$ cat config.mk
export PLATFORM = sky130hd
export DESIGN_NAME = mdio_slave
export DESIGN_NICKNAME = d
export VERILOG_FILES = /design/src/rtl/mdio_pkg.sv /design/src/rtl/mdio_edge_sync.sv /design/src/rtl/mdio_slave.sv
export SDC_FILE = /design/constraint.sdc
export NUM_CORES = 1
export LEC_CHECK = 0
export CAP_MARGIN = 5
export CORE_ASPECT_RATIO = 0.8
export CORE_MARGIN = 2
export CORE_UTILIZATION = 59
export CTS_BUF_LIST = sky130_fd_sc_hd__clkbuf_8
export CTS_CLUSTER_SIZE = 20
export DETAILED_ROUTE_END_ITERATION = 6
export PLACE_DENSITY = 0.78
export REMOVE_ABC_BUFFERS = 1
export SYNTH_ARGS = -nofsm -noshare
export SYNTH_HDL_FRONTEND = slang
export SYNTH_HIERARCHICAL = 1
export SYNTH_SLANG_ARGS = --single-unit
$ cat constraint.sdc
create_clock -name clk -period 2.9 [get_ports clk]
set_input_delay 0.435 -clock clk [delete_from_list [all_inputs] [get_ports clk]]
set_output_delay 0.435 -clock clk [all_outputs]
set_load 0.05 [all_outputs]
$ cat src/rtl/mdio_pkg.sv
`default_nettype none
// ============================================================================
//  Module   : mdio_pkg
//  Brief    : Clause-22 MDIO frame constants, field widths and responder states.
//  Revision : 1.0 - initial release
// ============================================================================
package mdio_pkg;

    localparam int ADDR_W = 5;
    localparam int DATA_W = 16;
    localparam int PRE_W  = 6;

    localparam logic [1:0] ST_CODE = 2'b01;
    localparam logic [1:0] OP_RD   = 2'b10;
    localparam logic [1:0] OP_WR   = 2'b01;
    localparam logic [1:0] TA_WR   = 2'b10;

    localparam logic [PRE_W-1:0] PRE_LEN = 6'd32;

    typedef enum logic [2:0] {
        S_IDLE  = 3'd0,
        S_ST    = 3'd1,
        S_OP    = 3'd2,
        S_PHYAD = 3'd3,
        S_REGAD = 3'd4,
        S_TA    = 3'd5,
        S_DATA  = 3'd6
    } state_t;

endpackage
`default_nettype wire

$ cat src/rtl/mdio_edge_sync.sv
`default_nettype none
// ============================================================================
//  Module   : mdio_edge_sync
//  Brief    : 2-flop synchronizers for MDC/MDIO plus MDC rise/fall strobes.
//  Revision : 1.0 - initial release
// ============================================================================
module mdio_edge_sync (
    input  logic clk,
    input  logic rst_n,
    input  logic mdc,
    input  logic mdio_in,
    output logic mdc_rise,
    output logic mdc_fall,
    output logic mdio_sync
);

    // Bit 1 is the synchronized MDC, bit 2 its one-cycle-old copy for edge detection.
    logic [2:0] r_mdc_sync;
    logic [1:0] r_mdio_sync;

    always_ff @(posedge clk or negedge rst_n) begin
        if (!rst_n) begin
            r_mdc_sync  <= '0;
            r_mdio_sync <= '0;
        end else begin
            r_mdc_sync  <= {r_mdc_sync[1:0], mdc};
            r_mdio_sync <= {r_mdio_sync[0], mdio_in};
        end
    end

    assign mdc_rise  =  r_mdc_sync[1] & ~r_mdc_sync[2];
    assign mdc_fall  = ~r_mdc_sync[1] &  r_mdc_sync[2];
    assign mdio_sync =  r_mdio_sync[1];

endmodule
`default_nettype wire

$ cat src/rtl/mdio_slave.sv
`default_nettype none
// ============================================================================
//  Module   : mdio_slave
//  Brief    : Clause-22 MDIO responder with a 32 x 16-bit register file.
//  Revision : 1.0 - initial release
// ============================================================================
module mdio_slave
    import mdio_pkg::*;
#(
    parameter logic [ADDR_W-1:0] PHY_ADDR   = 5'h04,
    parameter logic [DATA_W-1:0] PHY_ID1    = 16'h001C,
    parameter logic [DATA_W-1:0] PHY_ID2    = 16'hC915,
    parameter logic [DATA_W-1:0] STATUS_VAL = 16'h796D
) (
    input  logic              clk,
    input  logic              rst_n,
    input  logic              mdc,
    input  logic              mdio_in,
    output logic              mdio_out,
    output logic              mdio_oe,
    output logic              wr_pulse,
    output logic [ADDR_W-1:0] wr_addr,
    output logic [DATA_W-1:0] wr_data,
    output logic              soft_rst,
    output logic              frame_err
);

    logic w_rise;
    logic w_fall;
    logic w_bit;

    mdio_edge_sync u_sync (
        .clk      (clk),
        .rst_n    (rst_n),
        .mdc      (mdc),
        .mdio_in  (mdio_in),
        .mdc_rise (w_rise),
        .mdc_fall (w_fall),
        .mdio_sync(w_bit)
    );

    state_t            r_state;
    logic [3:0]        r_cnt;
    logic [PRE_W-1:0]  r_pre;
    logic [3:0]        r_acc;
    logic              r_is_read;
    logic [ADDR_W-1:0] r_regad;
    logic [DATA_W-1:0] r_shift;
    logic [DATA_W-1:0] r_regs [0:31];

    logic [ADDR_W-1:0] w_acc_next;
    logic [DATA_W-1:0] w_data_next;
    logic [DATA_W-1:0] w_rd_val;

    assign w_acc_next  = {r_acc, w_bit};
    assign w_data_next = {r_shift[DATA_W-2:0], w_bit};

    always_comb begin
        w_rd_val = r_regs[w_acc_next];
        case (w_acc_next)
            5'd1:    w_rd_val = STATUS_VAL;
            5'd2:    w_rd_val = PHY_ID1;
            5'd3:    w_rd_val = PHY_ID2;
            default: w_rd_val = r_regs[w_acc_next];
        endcase
    end

    always_ff @(posedge clk or negedge rst_n) begin
        if (!rst_n) begin
            r_state   <= S_IDLE;
            r_cnt     <= '0;
            r_pre     <= '0;
            r_acc     <= '0;
            r_is_read <= 1'b0;
            r_regad   <= '0;
            r_shift   <= '0;
            mdio_out  <= 1'b0;
            mdio_oe   <= 1'b0;
            wr_pulse  <= 1'b0;
            wr_addr   <= '0;
            wr_data   <= '0;
            soft_rst  <= 1'b0;
            frame_err <= 1'b0;
            for (int i = 0; i < 32; i++) r_regs[i] <= '0;
        end else begin
            wr_pulse  <= 1'b0;
            soft_rst  <= 1'b0;
            frame_err <= 1'b0;

            if (w_rise) begin
                case (r_state)
                    S_IDLE: begin
                        if (w_bit) begin
                            if (r_pre < PRE_LEN) r_pre <= r_pre + 1'b1;
                        end else begin
                            if (r_pre >= PRE_LEN) r_state <= S_ST;
                            r_pre <= '0;
                        end
                    end
                    S_ST: begin
                        r_cnt <= '0;
                        if ({1'b0, w_bit} == ST_CODE) begin
                            r_state <= S_OP;
                        end else begin
                            r_state   <= S_IDLE;
                            frame_err <= 1'b1;
                        end
                    end
                    S_OP: begin
                        r_acc <= w_acc_next[3:0];
                        r_cnt <= r_cnt + 1'b1;
                        if (r_cnt == 4'd1) begin
                            r_cnt <= '0;
                            if ({r_acc[0], w_bit} == OP_RD) begin
                                r_is_read <= 1'b1;
                                r_state   <= S_PHYAD;
                            end else if ({r_acc[0], w_bit} == OP_WR) begin
                                r_is_read <= 1'b0;
                                r_state   <= S_PHYAD;
                            end else begin
                                r_state   <= S_IDLE;
                                frame_err <= 1'b1;
                            end
                        end
                    end
                    S_PHYAD: begin
                        r_acc <= w_acc_next[3:0];
                        r_cnt <= r_cnt + 1'b1;
                        if (r_cnt == 4'(ADDR_W - 1)) begin
                            r_cnt   <= '0;
                            // Frames for other PHYs are dropped without any error indication.
                            r_state <= (w_acc_next == PHY_ADDR) ? S_REGAD : S_IDLE;
                        end
                    end
                    S_REGAD: begin
                        r_acc <= w_acc_next[3:0];
                        r_cnt <= r_cnt + 1'b1;
                        if (r_cnt == 4'(ADDR_W - 1)) begin
                            r_cnt   <= '0;
                            r_regad <= w_acc_next;
                            r_state <= S_TA;
                            if (r_is_read) r_shift <= w_rd_val;
                        end
                    end
                    S_TA: begin
                        r_acc <= w_acc_next[3:0];
                        r_cnt <= r_cnt + 1'b1;
                        if (r_cnt == 4'd1) begin
                            r_cnt <= '0;
                            if (!r_is_read && ({r_acc[0], w_bit} != TA_WR)) begin
                                r_state   <= S_IDLE;
                                frame_err <= 1'b1;
                            end else begin
                                r_state <= S_DATA;
                            end
                        end
                    end
                    S_DATA: begin
                        r_cnt <= r_cnt + 1'b1;
                        if (!r_is_read) r_shift <= w_data_next;
                        if (r_cnt == 4'(DATA_W - 1)) begin
                            r_cnt   <= '0;
                            r_pre   <= '0;
                            r_state <= S_IDLE;
                            if (!r_is_read) begin
                                wr_pulse <= 1'b1;
                                wr_addr  <= r_regad;
                                wr_data  <= w_data_next;
                                // Bit 15 of register 0 is a self-clearing reset request.
                                if (r_regad == 5'd0) begin
                                    r_regs[0] <= {1'b0, w_data_next[DATA_W-2:0]};
                                    soft_rst  <= w_data_next[DATA_W-1];
                                end else if (r_regad > 5'd3) begin
                                    r_regs[r_regad] <= w_data_next;
                                end
                            end
                        end
                    end
                    default: r_state <= S_IDLE;
                endcase
            end

            if (w_fall) begin
                if (r_is_read && r_state == S_TA && r_cnt == 4'd1) begin
                    mdio_oe  <= 1'b1;
                    mdio_out <= 1'b0;
                end else if (r_is_read && r_state == S_DATA) begin
                    mdio_oe  <= 1'b1;
                    mdio_out <= r_shift[DATA_W-1];
                    r_shift  <= {r_shift[DATA_W-2:0], 1'b0};
                end else begin
                    mdio_oe  <= 1'b0;
                    mdio_out <= 1'b0;
                end
            end
        end
    end

endmodule
`default_nettype wire

==> results.toml, run 1 <==
[sta]
setup_slack_ns = 0.2170
drv_slew = 0
rsz0062_at_grt = "no"
hold_viol = 0
fin_skew_ns = 0.03930
period_needed_ns = 2.683
slew_headroom_pct = 32.33
fmax_ghz = 0.3727
tightest_slew_ns = 1.007
setup_violations = 0
min_period_over_period_pct = 92.52
finalSetupTns_ns = 0

[cells_and_area]
nets = 1957
syn_to_final_growth_pct = 10.97
antenna_cells = 0
fin_cells = 2614
stdcell_area_sq_mm = 0.02984
postLayoutCoreUtil_pct = 66.73
layout-drive-gt1-share_pct = 43.81

[global_routing]
grt_pass1_vias = 17540
overflow = 0
grt_pass1_wl_um = 107300
grt_usage_pct = 30.20
antenna_found_initial = 0
grt_max_degree = 79

[placed_design]
place_inst = 2455
gp_congestion = 0.9489
port_buffers = 29
dp_slack_ns = 0.3005
dp_hpwl_um = 44940
placed_cell_area_sq_mm = 0.02796

[routing]
dr.pass1.iters = 7
via_per_inst = 6.481
wire_per_inst_um = 26.63
drt-total-wl_um = 69610
vias = 16940
drc = 0
ant_nets = 0
drt_iter0_markers = 1787

[floorplanning]
start_util_pct = 60.13
dieArea_sq_mm = 0.04731
core_sq_mm = 0.04472
die_w_um = 242.7
fp.dieH_um = 194.9
design.portCount = 30
rows = 69

[logic_synthesis]
ys_warn_count = 6
ys_types = 79
yosys.area.top_type = "dfrtp_1"
avgSynthCellArea_sq_um = 13.98
ys.flop_type = "dfrtp_1"
synth_seq_cells = 582
netlist_area_sq_mm = 0.02689
ys_seq_area_share_pct = 54.16
synth_top_area_share_pct = 54.16
netlist_instances = 1924
synthArstFlopShare_pct = 100.0
netlist_top_cells_area = "dfrtp_1, mux2_2, mux4_2"
synth_edf_count = 0

[clock_network]
cts-root-buf = "clkbuf_8"
clk_pin_slew_ns = 0.07
clock_latency_ns = 0.68
cts_buffer_depth = 3
htree_levels = 3
numCtsBuffers = 89
cts_resized = 0
cts_tree = "done"
cts_sinks = 582

[setup_path]
crit_type = "flip-flop to flip-flop"
worstSetupStartpoint = "r_acc[0]"
crit_required_ns = 3.52
crit_slowest_cell = "dfrtp_4"
path_buf_inv = 1
timing.rr.start = "r_acc[0]"
crit_family = "simple AND/OR/NAND/NOR gates"
cp.arrival_ns = 3.30
crit_path_start_kind = "flip-flop"
cp_max_fo = 18
cpPeakStageDelay_ns = 0.66
endpoint_kind = "flip-flop"
crit_chain = "inv_1, ha_1, or3_1, a211oi_2, o221ai_1, nor4_1, a221o_1"

[pwr]
p_leak_nw = 14.44
ir_drop_v = 0.0004187
p_comb_share_pct = 2.3
p_int_mw = 12.11
p_per_area_mw_per_mm2 = 522.0
clockPowerShare_pct = 45.5
share_seq_of_total_power_pct = 52.3
power_switching_mw = 3.470
power_switching_share_pct = 22.28

[outcome]
status = "finished clean"

[job]
maxCapViolCount = 0

[hold_path]
min_path_type = "primary input to flip-flop"
min_from = "mdc"
cell usage in the layout (no fill, tap or decap), types with 6 or more instances in the layout:
master / synthesis / final
a22oi_1: 14 / 14
mux2_4: 10 / 10
nand2_1: 137 / 137
nand2b_1: 13 / 13
clkinv_2: 0 / 15
mux2_2: 458 / 458
nand4_2: 6 / 6
nor3_1: 9 / 9
and3_1: 6 / 6
nor2b_1: 12 / 10
nor2_1: 24 / 24
o221ai_1: 19 / 19
inv_1: 9 / 30
o21ai_0: 43 / 43
mux2i_1: 47 / 47
ha_1: 9 / 9
clkdlybuf4s50_1: 0 / 28
nor3b_1: 7 / 6
nand3_1: 11 / 11
mux4_2: 110 / 110
a21oi_1: 13 / 13
o22ai_1: 17 / 17
buf_12: 0 / 10
clkbuf_8: 0 / 117
and2_1: 8 / 8
a211oi_1: 15 / 15
nand3b_1: 8 / 8
dfrtp_1: 582 / 579
nand2_2: 6 / 6
buf_4: 20 / 107
a221o_1: 10 / 10
per-layer routing:
layer  routed length (um)  track usage [%]  up-vias
met5                    0           0.1014        -
met4                 2621            11.18        0
met3                 6878            9.486      158
met2                30070            43.03      770
met1                30040            43.87     8944
li1                     -                -     7069
synth_stat cells, drive strengths merged (10+ instances only):
master	number
a21oi	14
a221o	10
nor2b	12
o22ai	17
clkbuf	137
nor3	10
nor2	32
a22oi	14
dfrtp	582
o221ai	19
nand2	143
buf	81
mux4	110
mux2	468
nand2b	13
a211oi	16
inv	11
nand3	13
o21ai	45
mux2i	47
kinds of logic (layout without fill, tap and decap cells):
group | after synthesis | in the layout | share of synthesized area [%]
multiplexers | 625 | 625 | 30.70
flip-flops | 582 | 582 | 54.16
AND/OR/NAND/NOR | 293 | 293 | 5.868
buffers and inverters | 230 | 317 | 3.909
AO/OA/AOI/OAI | 184 | 184 | 4.909
adder cells (fa/ha/maj) | 9 | 9 | 0.4188
XOR/XNOR | 1 | 1 | 0.03258
state kept, by name, indices dropped and copies added, names as in the netlist:
| name | cells |
|---|---|
| r_regad | 5 |
| u_sync/r_mdio_sync | 2 |
| r_pre | 6 |
| u_sync/r_mdc_sync | 3 |
| r_cnt | 4 |
| r_acc | 4 |
| frame_err | 1 |
| mdio_out | 1 |
| r_shift | 16 |
| soft_rst | 1 |
| mdio_oe | 1 |
| r_is_read | 1 |
| r_state | 3 |
| wr_addr | 5 |
| wr_data | 16 |
| r_regs | 512 |
| wr_pulse | 1 |
cell type report:
| type | instances | area [sq um] |
|---|---|---|
| fillers | 3157 | 14880 |
| well taps | 603 | 754.5 |
| flip-flops and latches | 582 | 14580 |
| inverters | 12 | 45.04 |
| multi-input cells | 1112 | 11280 |
| clock inverters | 41 | 261.5 |
| clock buffers | 117 | 1610 |
| repair buffers | 147 | 1309 |
power groups by stage:
stage                     sequential (mW)  combinational, mW  clock (mW)
after floorplan                      8.33             0.0944           0
after global placement               8.29              0.358           0
after detailed placement             8.29              0.369           0
after CTS                            8.14              0.370        7.20
after global routing                 8.13              0.405        7.59
final                                8.14              0.356        7.08
final timing paths:
kind,cells after the start,to,slack [ns]
max in group asynchronous,3,r_regs[312],1.58
max reg2reg,7,r_shift[7],0.22
max,7,r_shift[7],0.22
min reg2reg,0,r_regs[456],0.37
min,1,u_sync/r_mdc_sync[0],0.26
min in group asynchronous,2,r_regs[139],0.35
timing repair:
| item | in CTS | in global routing |
|---|---|---|
| endpoints found under the hold margin | 59 | 0 |
| hold buffers | 1 | 0 |
| buffers inserted | 0 | 0 |
metrics by stage:
stage,hold slack (ns),power (mW)
final,0.2591,15.58
after global routing,0.2324,16.13
after CTS,0.2299,15.71
after detailed placement,0.3523,8.658
after global placement,0.3565,8.647
after floorplan,0.1394,8.422
Note: power is estimated with default switching activity, not from simulation.
==> inputs of run 2 (changes only) <==
--- a/config.mk
+++ b/config.mk
@@ -5,14 +5,14 @@
 export SDC_FILE = /design/constraint.sdc
 export NUM_CORES = 1
 export LEC_CHECK = 0
-export CAP_MARGIN = 5
+export CAP_MARGIN = 20
 export CORE_ASPECT_RATIO = 0.8
 export CORE_MARGIN = 2
-export CORE_UTILIZATION = 59
+export CORE_UTILIZATION = 60
 export CTS_BUF_LIST = sky130_fd_sc_hd__clkbuf_8
 export CTS_CLUSTER_SIZE = 20
 export DETAILED_ROUTE_END_ITERATION = 6
-export PLACE_DENSITY = 0.78
+export PLACE_DENSITY = 0.77
 export REMOVE_ABC_BUFFERS = 1
 export SYNTH_ARGS = -nofsm -noshare
 export SYNTH_HDL_FRONTEND = slang
==> constraint.sdc (replaced) <==
create_clock -name clk -period 2.7 [get_ports clk]
set_input_delay 0.405 -clock clk [delete_from_list [all_inputs] [get_ports clk]]
set_output_delay 0.405 -clock clk [all_outputs]
set_load 0.05 [all_outputs]
==> run 2 against run 1 <==
  * Cell count is 0.50% higher
  * Final area increased by 1.3%
  * Maximum frequency increased by 4.4%
  * Via count decreased by 0.23%
  * Critical endpoint is now r_regs[246]
  * Hold slack worse by 0.095 ns
  * Register-to-register slack worse by 0.09 ns
  * Critical path depth unchanged
  * Highest routed layer unchanged
  * Clock power increased by 4.5%
  * Total power up 6.2%
  * Utilization rose by 1.5 points
  * Flip-flop and latch count did not move
==> results.toml, run 2 (synthesis gave the netlist of run 1 again) <==
[global_routing]
grt_pass1_wl_um = 108400
grt_pass1_vias = 17650
antenna_found_initial = 1
grt_max_degree = 76
grt_usage_pct = 31.34
overflow = 0

[floorplanning]
start_util_pct = 60.71
dieArea_sq_mm = 0.04654
core_sq_mm = 0.04429
die_w_um = 240.7
rows = 69
fp.dieH_um = 193.4
design.portCount = 30

[cells_and_area]
mostFrequentLayoutCell = "dfrtp_1"
layout_common_cells = "dfrtp_1, mux2_2, nand2_1"
layout-drive-gt1-share_pct = 43.73
syn_to_final_growth_pct = 12.44
largest_register = "r_regs"
fin_cells = 2627
reg.largest.list = "r_regs x512, r_shift x16, wr_data x16"
nets = 1967
antenna_cells = 0
largest_reg_flops = 512

[setup_path]
cp_max_fo = 16
rr_worst_depth = 7
timing.rr.start = "r_cnt[0]"
r2r_slack_ns = 0.13
endpoint_kind = "flip-flop"
r2r-end = "r_regs[246]"
crit_required_ns = 3.25
cp.arrival_ns = 3.12
worstSetupStartpoint = "r_cnt[0]"
crit_end = "r_regs[246]"
crit_path_start_kind = "flip-flop"
crit_type = "flip-flop to flip-flop"

[pwr]
total_power_mw = 16.55
ir_drop_v = 0.0004289
p_leak_nw = 14.61
p_per_area_mw_per_mm2 = 547.3

[hold_path]
min_from = "mdio_in"
min_path_type = "primary input to flip-flop"
whs_path_depth = 1

[placed_design]
dp_hpwl_um = 46020
place_inst = 2464
port_buffers = 29
gp_congestion = 0.9675

[clock_network]
clock_latency_ns = 0.69
clk_pin_slew_ns = 0.07
cts-root-buf = "clkbuf_8"
htree_levels = 3
cts_buffer_depth = 3
cts_sinks = 582
cts_tree = "done"
numCtsBuffers = 90
postCtsSetupBuffers = 0

[routing]
drc = 0
drt_iter0_markers = 1495
drt-total-wl_um = 69980
vias = 16900
ant_nets = 0
dr.pass1.iters = 5
via_per_inst = 6.434
wire_per_inst_um = 26.64

[sta]
tightest_slew_ns = 0.9625
setup_violations = 0
rsz0062_at_grt = "no"
min_period_over_period_pct = 95.17
slew_headroom_pct = 35.84
fin_skew_ns = 0.02917
period_needed_ns = 2.569
whs_ns = 0.1643
hold_viol = 0
drv_slew = 0
fmax_ghz = 0.3892

[job]
maxCapViolCount = 0

[outcome]
status = "finished clean"
run 2: worst min-delay path by stage:
stage                                       end  slack [ns]
after detailed placement   u_sync/r_mdc_sync[1]        0.34
after CTS                 u_sync/r_mdio_sync[0]        0.11
after floorplan                       frame_err        0.11
after global routing      u_sync/r_mdio_sync[0]        0.13
after global placement     u_sync/r_mdc_sync[1]        0.35
final                     u_sync/r_mdio_sync[0]        0.16
run 2: per-stage QoR:
stage | TNS (ns) | setup WS (ns) | area (sq um) | utilization, %
after floorplan | -306.56 | -6.297 | 25880 | -
after global placement | 0 | 0.06111 | 28350 | 64.00
after detailed placement | 0 | 0.06142 | 28350 | 64.00
after CTS | 0 | 0.01358 | 30200 | 68.18
after global routing | 0 | 0.004366 | 30240 | 68.27
final | 0 | 0.1305 | 30240 | 68.27
run 2: cell type report:
cell class / instances / area, sq um
flip-flops and latches: 582 / 14580
fillers: 3042 / 14050
multi-input cells: 1112 / 11300
repair buffers: 156 / 1713
clock buffers: 120 / 1652
well taps: 603 / 754.5
clock inverters: 42 / 190.2
inverters: 12 / 46.29
run 2: report_power, final:
part	internal [mW]	switching, mW	total, mW
combinational	0.123	0.279	0.402
sequential	8.73	0.0104	8.75
clock	3.97	3.43	7.40
run 2: per-layer routing:
metal	share of wire, %	global-route usage (%)
met5	0	0
met4	3.8	12.08
met3	9.1	9.332
met2	44	44.32
met1	43	46.03
run 2: critical path: stages (launching register included):
cell and delay, ns:
dfrtp_1 0.41, ha_1 0.21, and3_1 0.28, nand3_4 0.13, buf_4 0.17, nor3b_4 0.41, nand2_2 0.39, mux2_2 0.43
run 2: timing repair:
item,CTS,global route
endpoints found under the setup margin,0,21
hold buffers,1,0
endpoints found under the hold margin,56,0
gates resized for setup,0,8
